## src/rtl/adder_pkg.sv

```systemverilog
// Shared definitions for the time-multiplexed multiword adder.
package adder_pkg;

    localparam int DEF_SLICE_W    = 4;
    localparam int DEF_NUM_SLICES = 4;

    typedef enum logic [1:0] {
        IDLE = 2'd0,
        RUN  = 2'd1,
        DONE = 2'd2
    } state_e;

endpackage

```

## src/rtl/rca_slice.sv

```systemverilog
// Combinational SLICE_W-bit ripple-carry adder built from a chain of full adders.
module rca_slice
    import adder_pkg::*;
#(
    parameter int SLICE_W = DEF_SLICE_W
) (
    input  logic [SLICE_W-1:0] i_a,
    input  logic [SLICE_W-1:0] i_b,
    input  logic               i_cin,
    output logic [SLICE_W-1:0] o_sum,
    output logic               o_cout
);

    logic [SLICE_W:0] w_c;

    assign w_c[0] = i_cin;

    for (genvar i = 0; i < SLICE_W; i++) begin : g_fa
        logic w_p;
        assign w_p        = i_a[i] ^ i_b[i];
        assign o_sum[i]   = w_p ^ w_c[i];
        assign w_c[i + 1] = (i_a[i] & i_b[i]) | (w_p & w_c[i]);
    end

    assign o_cout = w_c[SLICE_W];

endmodule

```

## src/rtl/multiword_add_seq.sv

```systemverilog
// Wide add/subtract sequencer: one SLICE_W-bit slice is reused over NUM_SLICES
// cycles, with the inter-slice carry held in a register.
//
// state | meaning
// IDLE  | waiting for operands, in_ready high
// RUN   | one slice per cycle, low slice first
// DONE  | result held on sum/cout/ovf until out_ready
module multiword_add_seq
    import adder_pkg::*;
#(
    parameter int SLICE_W    = DEF_SLICE_W,
    parameter int NUM_SLICES = DEF_NUM_SLICES
) (
    input  logic                          clk,
    input  logic                          rst_n,
    input  logic                          in_valid,
    output logic                          in_ready,
    input  logic [SLICE_W*NUM_SLICES-1:0] a,
    input  logic [SLICE_W*NUM_SLICES-1:0] b,
    input  logic                          cin,
    input  logic                          sub,
    output logic                          out_valid,
    input  logic                          out_ready,
    output logic [SLICE_W*NUM_SLICES-1:0] sum,
    output logic                          cout,
    output logic                          ovf,
    output logic                          busy
);

    localparam int W     = SLICE_W * NUM_SLICES;
    localparam int IDX_W = (NUM_SLICES > 1) ? $clog2(NUM_SLICES) : 1;
    localparam logic [IDX_W-1:0] LAST_IDX = IDX_W'(NUM_SLICES - 1);

    state_e             r_state;
    state_e             w_next_state;
    logic [W-1:0]       r_a;
    logic [W-1:0]       r_b_eff;
    logic [W-1:0]       r_sum;
    logic               r_carry;
    logic               r_cout;
    logic               r_ovf;
    logic [IDX_W-1:0]   r_idx;

    logic [SLICE_W-1:0] w_a_slice;
    logic [SLICE_W-1:0] w_b_slice;
    logic [SLICE_W-1:0] w_slice_sum;
    logic               w_slice_cout;
    logic               w_accept;
    logic               w_last;

    assign in_ready  = (r_state == IDLE) | ((r_state == DONE) & out_ready);
    assign w_accept  = in_valid & in_ready;
    assign w_last    = (r_idx == LAST_IDX);
    assign out_valid = (r_state == DONE);
    assign busy      = (r_state == RUN);
    assign sum       = r_sum;
    assign cout      = r_cout;
    assign ovf       = r_ovf;

    // Select the operand slice addressed by the current slice index.
    always_comb begin
        w_a_slice = '0;
        w_b_slice = '0;
        for (int k = 0; k < NUM_SLICES; k++) begin
            if (r_idx == IDX_W'(k)) begin
                w_a_slice = r_a[k*SLICE_W +: SLICE_W];
                w_b_slice = r_b_eff[k*SLICE_W +: SLICE_W];
            end
        end
    end

    rca_slice #(
        .SLICE_W (SLICE_W)
    ) u_slice (
        .i_a    (w_a_slice),
        .i_b    (w_b_slice),
        .i_cin  (r_carry),
        .o_sum  (w_slice_sum),
        .o_cout (w_slice_cout)
    );

    // State register.
    always_ff @(posedge clk) begin
        if (!rst_n) begin
            r_state <= IDLE;
        end else begin
            r_state <= w_next_state;
        end
    end

    // Next-state logic; a retire in DONE may chain straight into a new RUN.
    always_comb begin
        w_next_state = r_state;
        case (r_state)
            IDLE: begin
                if (w_accept) begin
                    w_next_state = RUN;
                end
            end
            RUN: begin
                if (w_last) begin
                    w_next_state = DONE;
                end
            end
            DONE: begin
                if (out_ready) begin
                    w_next_state = w_accept ? RUN : IDLE;
                end
            end
            default: w_next_state = IDLE;
        endcase
    end

    // Operand capture, per-slice accumulation and final flag capture.
    always_ff @(posedge clk) begin
        if (!rst_n) begin
            r_a     <= '0;
            r_b_eff <= '0;
            r_sum   <= '0;
            r_carry <= 1'b0;
            r_cout  <= 1'b0;
            r_ovf   <= 1'b0;
            r_idx   <= '0;
        end else if (w_accept) begin
            // Subtract is a + ~b + 1; cin has no effect in that mode.
            r_a     <= a;
            r_b_eff <= sub ? ~b : b;
            r_carry <= sub ? 1'b1 : cin;
            r_idx   <= '0;
        end else if (r_state == RUN) begin
            for (int k = 0; k < NUM_SLICES; k++) begin
                if (r_idx == IDX_W'(k)) begin
                    r_sum[k*SLICE_W +: SLICE_W] <= w_slice_sum;
                end
            end
            r_carry <= w_slice_cout;
            r_idx   <= r_idx + 1'b1;
            if (w_last) begin
                // Flags are frozen here so they stay stable through DONE and IDLE.
                r_cout <= w_slice_cout;
                r_ovf  <= (r_a[W-1] == r_b_eff[W-1]) &
                          (w_slice_sum[SLICE_W-1] != r_a[W-1]);
            end
        end
    end

endmodule

```

## config.mk

```make
export PLATFORM = sky130hd
export DESIGN_NAME = multiword_add_seq
export DESIGN_NICKNAME = d
export VERILOG_FILES = /design/src/rtl/adder_pkg.sv /design/src/rtl/rca_slice.sv /design/src/rtl/multiword_add_seq.sv
export SDC_FILE = /design/constraint.sdc
export NUM_CORES = 1
export LEC_CHECK = 0
export BUFFER_PORTS_ARGS = -buffer_cell sky130_fd_sc_hd__buf_2
export CORE_MARGIN = 10
export CORE_UTILIZATION = 45
export CTS_CLUSTER_SIZE = 25
export DETAILED_ROUTE_END_ITERATION = 7
export PLACE_DENSITY_LB_ADDON = 0.2
export SLEW_MARGIN = 15
export SYNTH_ARGS = -nofsm -noshare
export SYNTH_HDL_FRONTEND = slang
export SYNTH_SLANG_ARGS = --single-unit
```

## constraint.sdc

```tcl
create_clock -name clk -period 4.1 [get_ports clk]
set_clock_uncertainty 0.2 [all_clocks]
set_input_delay 1.025 -clock clk [delete_from_list [all_inputs] [get_ports clk]]
set_output_delay 1.025 -clock clk [all_outputs]
set_load 0.02 [all_outputs]
```

Yosys cells after proc, flatten, opt, wreduce, memory -nomap -nowiden
Index checks and enable logic that the tools add are counted.
{"block": "word_totals", "regBits": 55, "input_bits": 38, "output_inout_bits": 21, "word_cells": 75}
{"block": "classes", "n_addsub": 1, "eq_ne": 10, "n_mux": 17, "bitwise_logic": 27, "reduce_logical": 9}
{"operator": "4-bit two-way mux", "count": 8}
{"operator": "16-bit two-way mux", "count": 1}
{"operator": "16-bit inverter", "count": 1}
{"operator": "3-bit AND reduction", "count": 5}
{"operator": "1-bit AND", "count": 11}
{"operator": "1-bit XOR", "count": 8}
{"operator": "2-bit equality test, second input constant", "count": 3}
{"operator": "2-bit two-way mux", "count": 3}
{"operator": "2-bit one-hot mux with 3 select lines", "count": 1}
{"operator": "1-bit bitwise OR", "count": 5}
{"operator": "2-bit by 1-bit equality test with 1-bit output, second input constant", "count": 2}
{"operator": "2-bit logical NOT", "count": 2}
{"operator": "1-bit two-way mux", "count": 4}
{"operator": "2-bit by 1-bit != test with 1-bit output, second input constant", "count": 2}
{"operator": "2-bit by 1-bit adder with 2-bit output, second input constant", "count": 1}
{"operator": "2-bit != test, second input constant", "count": 1}
{"operator": "1-bit inverter", "count": 2}
{"operator": "2-bit nonzero test", "count": 1}
{"operator": "2-bit OR reduction", "count": 1}
{"operator": "1-bit equality test", "count": 1}
{"operator": "1-bit != test", "count": 1}

Depth between registers and ports, before layout
Gate-level depths: netlist of the first run.
{"block": "logic_depth", "depth_word": 16, "mapped_depth": 12, "mapped_depth_nobuf": 11}

Cells and area by module
A second synthesis of the first run with hierarchy kept.
{"block": "unflattened", "cells_unflattened": 315, "area_unflattened_um2": 2801.4}
{"module": "multiword_add_seq", "n_inst": 1, "cells_per_inst": 301, "area_per_inst_um2": 2683.8, "seq_area_each_um2": 1101.1}
{"module": "rca_slice", "n_inst": 1, "cells_per_inst": 14, "area_per_inst_um2": 117.6, "seq_area_each_um2": 0.0}

Least setup slack after synthesis of the first run
No wires, ideal clock.
{"block": "synth_timing", "path_type": "register to register", "startpoint": "register r_idx[0]", "endpoint": "register r_ovf (netlist: ovf)", "setup_time_ns": 0.086, "arrival_ns": 3.339, "required_time_ns": 3.814, "slack_ns": 0.475, "path_stages_with_launch": 13, "n_path_buf": 1, "synth_period_minus_slack_ns": 3.625, "cell_sequence": "dfxtp_1 > inv_1 > ha_1 > nor2b_1 > buf_4 > a221oi_1 > o31ai_1 > fa_1 > fa_1 > fa_1 > fa_1 > nand3b_1 > a211oi_1"}
{"block": "synth_via", "elab_chain_len": 15, "elab_cells_between_ends": 29, "classes_between": "eq/ne (4); mux (8); bitwise (15); reduce/logical (2)"}
{"element": "start, declared", "line": "multiword_add_seq.sv:42", "rtl": "logic [IDX_W-1:0] r_idx;"}
{"element": "start signal, assigned", "line": "multiword_add_seq.sv:137", "rtl": "r_idx <= r_idx + 1'b1;"}
{"element": "2-bit logical NOT", "line": "multiword_add_seq.sv:65", "rtl": "if (r_idx == IDX_W'(k)) begin"}
{"element": "4-bit two-way mux (4 in series)", "line": "multiword_add_seq.sv:65"}
{"element": "1-bit XOR", "line": "rca_slice.sv:20", "rtl": "assign w_p = i_a[i] ^ i_b[i];"}
{"element": "1-bit AND", "line": "rca_slice.sv:22", "rtl": "assign w_c[i + 1] = (i_a[i] & i_b[i]) | (w_p & w_c[i]);"}
{"element": "1-bit bitwise OR", "line": "rca_slice.sv:22"}
{"element": "1-bit AND", "line": "rca_slice.sv:22"}
{"element": "1-bit bitwise OR", "line": "rca_slice.sv:22"}
{"element": "1-bit AND", "line": "rca_slice.sv:22"}
{"element": "1-bit bitwise OR", "line": "rca_slice.sv:22"}
{"element": "1-bit XOR *", "line": "rca_slice.sv:21", "rtl": "assign o_sum[i] = w_p ^ w_c[i];"}
{"element": "named net u_slice.o_sum[3]", "line": "rca_slice.sv:10", "rtl": "output logic [SLICE_W-1:0] o_sum,"}
{"element": "1-bit != test *", "line": "multiword_add_seq.sv:142", "rtl": "(w_slice_sum[SLICE_W-1] != r_a[W-1]);"}
{"element": "1-bit AND *", "line": "multiword_add_seq.sv:141", "rtl": "r_ovf <= (r_a[W-1] == r_b_eff[W-1]) &"}
{"element": "end signal, assigned", "line": "multiword_add_seq.sv:141"}
{"element": "end, declared", "line": "multiword_add_seq.sv:41", "rtl": "logic r_ovf;"}
Mark *: on every way through the listed nets, which the timed path passes. The rest lies on a longest branch.
A chain may end at the register's enable or synchronous reset.

Final worst setup path of the first run
Ends and elaborated chain as after synthesis.

==> results of run 1 <==
tightest hold or removal path, delay by kind of cell, from the launching register on:
kind / cells / cell delay [ns]
flip-flops: 1 / 0.32
AND/OR/NAND/NOR: 1 / 0.05
AO/OA/AOI/OAI: 1 / 0.05
flip-flops by register name, indices dropped and copies added (netlist names):
register	flops
r_b_eff	16
r_idx	2
sum	16
r_carry	1
ovf	1
cout	1
r_a	16
r_state	2
report_power, final:
group	internal [uW]	switching [uW]
sequential	566	23.5
clock	154	166
combinational	87.2	120
total	807	309
cells by family after synthesis:
family / after synthesis / synth area share
flops: 55 / 0.4013
mux: 2 / 0.007296
fa+ha+maj: 8 / 0.04743
simple gates: 86 / 0.1701
compound gates: 104 / 0.2394
buf+inv: 32 / 0.08025
xor+xnor: 17 / 0.05426
routing by layer:
metal / global-route usage / up-vias / wire length [um]
met1: 0.1817 / 1066 / 3120
met4: 0.03468 / 0 / 67
li1: - / 1171 / -
met3: 0.04228 / 8 / 452
met2: 0.2091 / 61 / 3061
met5: 0 / - / 0
final cells by class:
cell class	count	area [um2]
multi-input cells	217	1425
well taps	75	93.84
repair buffers	64	335.3
inverters	3	11.26
clock buffers	8	100.1
fillers	587	2854
flip-flops and latches	55	1101
metrics by stage:
step / power [uW] / area, um2 / worst slack [ns]
3_5_place_dp: 807.5 / 2964 / 0.2691
6_report: 1116 / 3067 / 0.2770
4_1_cts: 1124 / 3064 / 0.2467
5_1_grt: 1172 / 3067 / 0.03186
2_1_floorplan: 757.0 / 2744 / 0.4748
3_3_place_gp: 805.6 / 2964 / 0.3649
placed cells by master, fill, tap and decap left out:
cell      netlist  layout
o21ai_0        14      14
nor2b_1        10      10
dfxtp_1        55      55
ha_2            0       1
inv_1           2       2
o41ai_1         1       1
o31ai_1         8       8
nand3b_1        5       5
o21ai_1         2       2
xnor2_1        17      17
buf_4           6       6
a221oi_1        8       8
nor2_8          1       1
a211oi_1        9       9
mux2i_1         2       2
fa_1            4       4
and2b_1         1       1
clkbuf_8        0       7
inv_2           1       1
nand2b_1        4       4
a21oi_1        54      54
nor2_1          2       2
clkbuf_1        8       1
nand2_1        26      26
nor3_2          2       2
nand3_1        33      33
and2b_4         1       1
a211oi_2        8       8
ha_1            4       3
nor2b_4         1       1
buf_2           5      58
worst max path at each step:
stage	start	to	slack, ns	cells past startpoint
2_1_floorplan	r_idx[0]$_SDFFE_PP0P_	ovf$_SDFFE_PN0P_	0.47	12
3_3_place_gp	r_idx[0]$_SDFFE_PP0P_	ovf$_SDFFE_PN0P_	0.36	10
3_5_place_dp	r_idx[1]$_SDFFE_PP0P_	ovf$_SDFFE_PN0P_	0.27	11
4_1_cts	r_idx[1]$_SDFFE_PP0P_	ovf$_SDFFE_PN0P_	0.25	11
5_1_grt	r_idx[0]$_SDFFE_PP0P_	ovf$_SDFFE_PN0P_	0.03	11
6_report	r_idx[0]$_SDFFE_PP0P_	ovf$_SDFFE_PN0P_	0.28	11
==> metrics, run 1 <==
Worst Hold Path Cells 2; Synthesis Warnings 0; Synth cell types 32; r2r setup slk 0.28 ns; CTS Hold Bufs 0; H-tree levels 2; CTS max path bufs 2; GPL Wtd Cong 0.8161; most instantiated cells after synthesis dfxtp_1, a21oi_1, nand3_1; Area Overhead vs Synth 11.76%; core area 5921 um2; Worst path most repeated cell fa_1; Max Cap Viol 0; Critical Path RT between 4 and 5 ns; reg-to-reg critical path startpoint r_idx[0]$_SDFFE_PP0P_; crit share post-route 0.9324; Reg clk slew, reported paths approximately 0.090 ns; Cells after Synth 304; Hold Vio Cnt, Final 0; initial DRC count 99; pwr dens between 300 and 400 nW/um2; Critical Path Slowest Stage Cell fa_1; crit path time final approximately 3.8 ns; routed wire length about 6700 um; CTS tree yes; post-synthesis cell area roughly 2700 um2; ANT nets after route 0; crit path DAT about 3.8 ns; Least-Margin Pin Slew 1.019 ns; CP Max Fanout 6; CP bufs+invs 1; Max Fclk ~0.26 GHz; hold path startpoint sum[6]$_SDFFE_PN0P_; die height around 98 um; r2r endpoint ovf$_SDFFE_PN0P_; initial antenna violation count 0; Rel. slew slack 0.3196; Leak roughly 0.0012 uW; status complete, no violations; final setup TNS 0 ns; # IOs 59; hpwl dp 4911 um; largest net degree at the start of global routing 55; post-synthesis sequential area ratio 0.4013; setup violators final 0; number of diodes 0; Synth area leader dfxtp_1; count leader, synth dfxtp_1; hold endpoint sum[6]$_SDFFE_PN0P_; Total Routing Usage GR 0.1367; clk_lat worst skew about 0.3 ns; Finished Layout Cells about 420; VDD IR max about 0.13 mV; Yosys reg bits 55; Port Buf Inserts 58; starting density of the core 0.4634; DRT Pass-1 Iters 4; WL/cell approximately 16 um; largest cells by area after synthesis dfxtp_1, a21oi_1, nand3_1; GRT overflow 0; EDFF count, synth 0; RSZ-0062 raised after global routing false; crit end category register; Synthesized Nets 350; Post-CTS Setup Bufs 0; hold slack final roughly 0.25 ns; global-route wire length before repair around 11000 um; CTS Buf Count 5; DRC Markers 0; Reg2Reg Depth 11; commonest register cell after synthesis dfxtp_1; TritonCTS Sinks between 50 and 60; Final nets just under 400; Post-Place Cells about 410; Die ar. about 9600 um2; Die X 98.09 um; family with the most delay on the worst path adder cells; Vias/cell ~5.5; Avg Cell Area, Syn ~9.0 um2; Root Buffer clkbuf_8; post-synth top area share 0.4013; Max stage delay on crit path approximately 0.53 ns; post-layout util 0.5180; Rows 28; critical path, cell by cell inv_1 -> ha_1 -> nor2b_1 -> a221oi_1 -> o31ai_1 -> fa_1 -> fa_1 -> fa_1 -> fa_1 -> nand3b_1 -> a211oi_1; worst hold path type reg2reg; Slew Limit Fails 0; post-CTS sizing 0; Vias 2306; vias in the first global route roughly 2300; post-synthesis async set-or-reset flop share 0; Worst setup SP type register; layout cells sized above 1 0.2478; crit path kind reg2reg
Note: power is estimated with default switching activity, not from simulation.
==> run 2, diff against run 1 <==
--- a/config.mk
+++ b/config.mk
@@ -6,7 +6,6 @@
 export NUM_CORES = 1
 export LEC_CHECK = 0
 export BUFFER_PORTS_ARGS = -buffer_cell sky130_fd_sc_hd__buf_2
-export CORE_MARGIN = 10
 export CORE_UTILIZATION = 45
 export CTS_CLUSTER_SIZE = 25
 export DETAILED_ROUTE_END_ITERATION = 7
@@ -14,4 +13,5 @@
 export SLEW_MARGIN = 15
 export SYNTH_ARGS = -nofsm -noshare
 export SYNTH_HDL_FRONTEND = slang
+export SYNTH_HIERARCHICAL = 1
 export SYNTH_SLANG_ARGS = --single-unit
==> metrics, run 2 <==
Post-DP Area 3010 um2 (+1.6%); Hold Vio Cnt, Final 0 (unchanged); crit path kind reg2reg; post-synthesis cell area 2801 um2 (+2.1%); GPL Wtd Cong 0.7699 (-5.7%); fillers 642 (+9.4%); final setup TNS 0 ns (unchanged); # IOs 59 (unchanged); Overall Power 1100 uW (-1.4%); H-tree levels 2 (unchanged); Finished Layout Cells 434 (+2.8%); Comb pwr share 0.198 (+0.013); Synth cell types 33 (+3.1%); initial DRC count 106 (+7.1%); Yosys reg bits 55 (unchanged); DRC Markers 0 (unchanged); Rows 28 (unchanged); CP Max Fanout 6 (unchanged); commonest register cell after synthesis dfxtp_1; core area 5956 um2 (+0.59%); worst hold path type reg2reg; Max Fclk 0.2589 GHz (-1.0%); TritonCTS Sinks 55 (unchanged); Least-Margin Pin Slew 0.9860 ns (-0.03309 ns); crit end category register; vias in the first global route 2117 (-7.8%); critical path, cell by cell inv_1 -> ha_2 -> nor2b_2 -> a221oi_2 -> o31ai_1 -> inv_1 -> fa_1 -> inv_1 -> fa_1 -> fa_1 -> inv_1 -> fa_1 -> inv_2 -> and3b_1 -> nor3_1 -> nor3_1; number of diodes 0 (unchanged); die height 80.90 um (-18%); Final nets 404 (+3.1%); Vias/cell 5.385 (-1.5%); switching share of total power 0.2936 (+0.01705); EDFF count, synth 0 (unchanged); Post-CTS Setup Bufs 0 (unchanged); layout cells sized above 1 0.2563 (+0.008429); Worst setup SP type register; commonest non-fill, non-tap cell in the layout buf_2; most instantiated cells after synthesis dfxtp_1, a21oi_1, nand3_1; status complete, no violations; Post-Place Cells 426 (+2.9%); hpwl dp 4379 um (-11%); Clock Power Share 0.267 (-0.020); Root Buffer clkbuf_8; Net Sw Power 323.0 uW (+4.7%); Rel. slew slack 0.3417 (+0.02209); Critical Path RT 4.06 ns (-0.05 ns); Area Overhead vs Synth 11.26%; Max Cap Viol 0 (unchanged); Total Routing Usage GR 0.2067 (+0.07006); post-synth top area share 0.3930 (-0.008244); CTS tree yes; Leak 0.001207 uW (+3.8%); CTS max path bufs 2 (unchanged); Reg clk slew, reported paths 0.09 ns (about the same); Avg Cell Area, Syn 8.893 um2 (-1.5%); ANT nets after route 0 (unchanged); initial antenna violation count 0 (unchanged); post-route setup slack 0.2379 ns (-0.03909 ns); Critical Path Slowest Stage Cell fa_1; sequential fraction of design power 0.534 (+0.006); routed wire length 6403 um (-4.4%); Cells after Synth 315 (+3.6%); pwr dens 352.9 nW/um2 (-3.0%); Vias 2337 (+1.3%); Port Buf Inserts 58 (unchanged); fin area 3117 um2 (+1.6%); crit path DAT 3.82 ns (about the same); Die ar. 6545 um2 (-32%); post-synthesis sequential area ratio 0.3930 (-0.008244); crit path time final 3.862 ns (+0.03909 ns); setup violators final 0 (unchanged); cell internal pwr 777.0 uW (-3.7%); most frequent cells in the layout buf_2, dfxtp_1, a21oi_1, nand3_1, nand2_1; Synth area leader dfxtp_1; Slew Limit Fails 0 (unchanged); Max stage delay on crit path 0.44 ns (-0.09 ns); DRT Pass-1 Iters 4 (unchanged); largest cells by area after synthesis dfxtp_1, a21oi_1, nand3_1; DP Worst Slack 0.06098 ns (-0.2081 ns); post-synthesis async set-or-reset flop share 0 (unchanged); WL/cell 14.75 um (-7.1%); Synthesis Warnings 6 (+6); VDD IR max 0.1871 mV (+41%); crit share post-route 0.9420 (+0.009533); global-route wire length before repair 10400 um (-7.3%); count leader, synth dfxtp_1; clk_lat worst skew 0.31 ns (about the same); Die X 80.90 um (-18%); Synthesized Nets 361 (+3.1%); largest net degree at the start of global routing 55 (unchanged); CTS Buf Count 5 (unchanged); starting density of the core 0.4704 (+0.006938); GRT overflow 0 (unchanged)
==> run 2: cells by family after synthesis <==
kind of cell    synth area share
compound gates            0.2300
xor+xnor                 0.05315
fa+ha+maj                0.04645
buf+inv                   0.1014
flops                     0.3930
mux                     0.007146
simple gates              0.1688
==> run 2: metal layers <==
| layer | GRT usage | routed length (um) |
|---|---|---|
| met4 | 0.04821 | 53 |
| met3 | 0.04270 | 262 |
| met5 | 0 | 0 |
| met2 | 0.3412 | 3040 |
| met1 | 0.2756 | 3046 |
==> run 2: path summary, 6_finish.rpt <==
check                   startpoint  slack [ns]  cells after the start                   end
max          r_idx[1]$_SDFFE_PP0P_        0.24                     16      ovf$_SDFFE_PN0P_
min           sum[15]$_SDFFE_PN0P_        0.26                      2  sum[15]$_SDFFE_PN0P_
max reg2reg  r_idx[1]$_SDFFE_PP0P_        0.24                     16      ovf$_SDFFE_PN0P_
min reg2reg   sum[15]$_SDFFE_PN0P_        0.26                      2  sum[15]$_SDFFE_PN0P_
==> run 2: final cells by class <==
class                   instances  area [um2]  area share
clock inverters                 2       12.51    0.004014
multi-input cells             217        1436      0.4609
clock buffers                   6       72.57     0.02328
repair buffers                 66       350.3      0.1124
inverters                      13       48.80     0.01566
flip-flops and latches         55        1102      0.3537
well taps                      75       93.84     0.03011
==> run 2: critical path, delay by kind of cell, from the launching register on <==
family                     cells  cell delay, ns
adders and majority gates      5            1.69
and+or+nand+nor                4            0.63
buffers and inverters          5            0.44
DFF                            1            0.39
AOI/OAI and AO/OA              2            0.36
==> run 2: power by group through the flow <==
stage | clock [uW] | combinational, uW | sequential, uW
CTS | 299 | 214 | 586
detailed placement | 0 | 214 | 598
global route | 324 | 242 | 591
finish | 294 | 218 | 588
global placement | 0 | 208 | 599
floorplan | 0 | 166 | 596
==> run 2: metrics by stage <==
step | util | hold WS, ns
after floorplan | - | 0.2537
after global placement | 0.5055 | 0.2401
after detailed placement | 0.5055 | 0.2446
after CTS | 0.5197 | 0.2577
after global routing | 0.5233 | 0.2711
final | 0.5233 | 0.2554
==> run 2: timing repair <==
| action | 4_1_cts | 5_1_grt |
|---|---|---|
| resized for setup | 0 | 7 |
| hold buffers | 0 | 0 |
| setup endpoints to repair | 0 | 2 |
==> run 3, diff against run 2 <==
--- a/config.mk
+++ b/config.mk
@@ -5,6 +5,7 @@
 export SDC_FILE = /design/constraint.sdc
 export NUM_CORES = 1
 export LEC_CHECK = 0
+export ABC_AREA = 1
 export BUFFER_PORTS_ARGS = -buffer_cell sky130_fd_sc_hd__buf_2
 export CORE_UTILIZATION = 45
 export CTS_CLUSTER_SIZE = 25
==> metrics, run 3 <==
Total Routing Usage GR 0.1928 (-0.01395); post-synth top area share 0.3969 (+0.003900); Synth cell types 22 (-33%); vias in the first global route 2232 (+5.4%); crit path DAT 3.81 ns (about the same); Net Sw Power 342.1 uW (+5.9%); CTS Buf Count 5 (unchanged); post-synthesis cell area 2774 um2 (-0.98%); WL/cell 11.05 um (-25%); most frequent cells in the layout nand2_1, nor2_1, buf_2, dfxtp_1, nand3_1; TritonCTS Sinks 55 (unchanged); crit end category register; setup violators final 0 (unchanged); fillers 627 (-2.3%); Critical Path RT 4.16 ns (+0.10 ns); Vias 2393 (+2.4%); post-synthesis async set-or-reset flop share 0 (unchanged); commonest non-fill, non-tap cell in the layout nand2_1; post-layout util 0.5271 (+0.003731); starting density of the core 0.4685 (-0.001866); Max Fclk 0.2668 GHz (+3.0%); layout cells sized above 1 0.1781 (-0.07819); status complete, no violations; Synthesis Warnings 6 (unchanged); Overall Power 1108 uW (+0.76%); Root Buffer clkbuf_8; crit path kind reg2reg; pwr dens 355.2 nW/um2 (+0.64%); CP Max Fanout 13 (+7); Least-Margin Pin Slew 1.086 ns (+0.09953 ns); final setup TNS 0 ns (unchanged); initial DRC count 85 (-20%); largest cells by area after synthesis dfxtp_1, nand2_1, nor2_1; Post-CTS Setup Bufs 0 (unchanged); post-synthesis sequential area ratio 0.3969 (+0.003900); Worst setup SP type register; GPL Wtd Cong 0.7929 (+3.0%); Post-Place Cells 505 (+19%); DP Worst Slack 0.3528 ns (+0.2918 ns); Slew Limit Fails 0 (unchanged); CTS max path bufs 2 (unchanged); Final nets 483 (+20%); clk_lat worst skew 0.31 ns (about the same); Synthesized Nets 439 (+22%); die height 80.51 um (-0.48%); Port Buf Inserts 58 (unchanged); sequential fraction of design power 0.530 (-0.004); count leader, synth nand2_1; EDFF count, synth 0 (unchanged); VDD IR max 0.1971 mV (+5.4%); RSZ-0062 raised after global routing false; number of diodes 0 (unchanged); commonest register cell after synthesis dfxtp_1; most instantiated cells after synthesis nand2_1, nor2_1, dfxtp_1; DRC Markers 0 (unchanged); Cells after Synth 393 (+25%); Finished Layout Cells 513 (+18%); post-CTS sizing 0 (unchanged); post-route setup slack 0.3517 ns (+0.1138 ns); switching share of total power 0.3087 (+0.01507); Clock Power Share 0.281 (+0.014); CTS tree yes; Yosys reg bits 55 (unchanged); Comb pwr share 0.190 (-0.008); Area Overhead vs Synth 12.49%; Leak 0.001630 uW (+35%); Rel. slew slack 0.2763 (-0.06540); Max Cap Viol 0 (unchanged); ANT nets after route 0 (unchanged); largest net degree at the start of global routing 70 (+27%); Rows 28 (unchanged); Hold Vio Cnt, Final 0 (unchanged); Vias/cell 4.665 (-13%); GRT overflow 0 (unchanged); cell internal pwr 766.2 uW (-1.4%); CTS Hold Bufs 0 (unchanged); Die ar. 6482 um2 (-0.96%); # IOs 59 (unchanged); Avg Cell Area, Syn 7.058 um2 (-21%); Die X 80.51 um (-0.48%); core area 5921 um2 (-0.59%); routed wire length 5671 um (-11%); DRT Pass-1 Iters 4 (unchanged); Reg clk slew, reported paths 0.11 ns (+0.02 ns); crit share post-route 0.9142 (-0.02776); H-tree levels 2 (unchanged); Synth area leader dfxtp_1; hpwl dp 4059 um (-7.3%); crit path time final 3.748 ns (-0.1138 ns); initial antenna violation count 0 (unchanged); global-route wire length before repair 9729 um (-6.4%); worst hold path type reg2reg
run 3: cell types whose count changed in the layout (fill, tap and decap cells not counted), moves of 10 or more:
| cell | change |
|---|---|
| nand2_1 | +52 |
| nor2_1 | +72 |
| inv_1 | +30 |
| o21ai_0 | +10 |
| xnor2_1 | -17 |
| xor2_1 | +16 |
| a21oi_1 | -37 |
run 3: power groups by stage:
stage	clock network [uW]	logic (uW)	registers [uW]
6_report	311	210	587
5_1_grt	340	243	591
4_1_cts	319	213	587
3_5_place_dp	0	212	599
3_3_place_gp	0	210	599
2_1_floorplan	0	154	601
run 3: final timing paths:
| kind | from | endpoint | slack [ns] | cells past startpoint |
|---|---|---|---|---|
| setup / recovery | r_idx[0]$_SDFFE_PP0P_ | ovf$_SDFFE_PN0P_ | 0.35 | 18 |
| hold / removal | r_b_eff[15]$_SDFFE_PN0P_ | r_b_eff[15]$_SDFFE_PN0P_ | 0.28 | 2 |
| setup reg to reg | r_idx[0]$_SDFFE_PP0P_ | ovf$_SDFFE_PN0P_ | 0.35 | 18 |
| hold reg to reg | r_b_eff[15]$_SDFFE_PN0P_ | r_b_eff[15]$_SDFFE_PN0P_ | 0.28 | 2 |
run 3: area by class of cell:
| type | count | area [um2] | share of cell area |
|---|---|---|---|
| clock inverter | 3 | 25.02 | 0.008019 |
| multi-input combinational | 270 | 1365 | 0.4375 |
| clock buffer | 5 | 68.82 | 0.02205 |
| timing repair buffer | 58 | 290.3 | 0.09302 |
| inverter | 47 | 176.4 | 0.05654 |
| tap | 75 | 93.84 | 0.03007 |
| sequential | 55 | 1101 | 0.3528 |
run 3: logic make-up after synthesis:
kind of cell    count (synthesis)  synth area share
simple gates                  201            0.3108
compound gates                 45           0.08390
flops                          55            0.3969
fa+ha+maj                       8           0.04691
xor+xnor                       16           0.05052
buf+inv                        68            0.1110
run 3: layer usage:
layer,up-vias,GRT usage,wire (um)
met1,1038,0.2551,2705
met3,11,0.03750,205
met2,42,0.3119,2660
met5,-,0,0
met4,0,0.06429,99
li1,1302,-,-
run 3: critical path: stages (launching register included):
cell     delay (ns)
dfxtp_1        0.35
inv_1          0.11
ha_1           0.41
inv_1          0.20
o21ai_0        0.18
a21o_1         0.10
nand2_1        0.04
inv_1          0.06
fa_1           0.16
inv_1          0.05
fa_1           0.45
fa_1           0.43
inv_1          0.09
fa_1           0.38
inv_1          0.18
nand3_1        0.11
nand2_1        0.07
nor2_1         0.04
nor2_1         0.10
run 3: per-stage QoR:
stage	hold WS, ns	area (um2)
2_1_floorplan	0.2440	2774
4_1_cts	0.2800	3120
5_1_grt	0.2988	3120
6_report	0.2764	3120
3_3_place_gp	0.2624	3027
3_5_place_dp	0.2630	3027
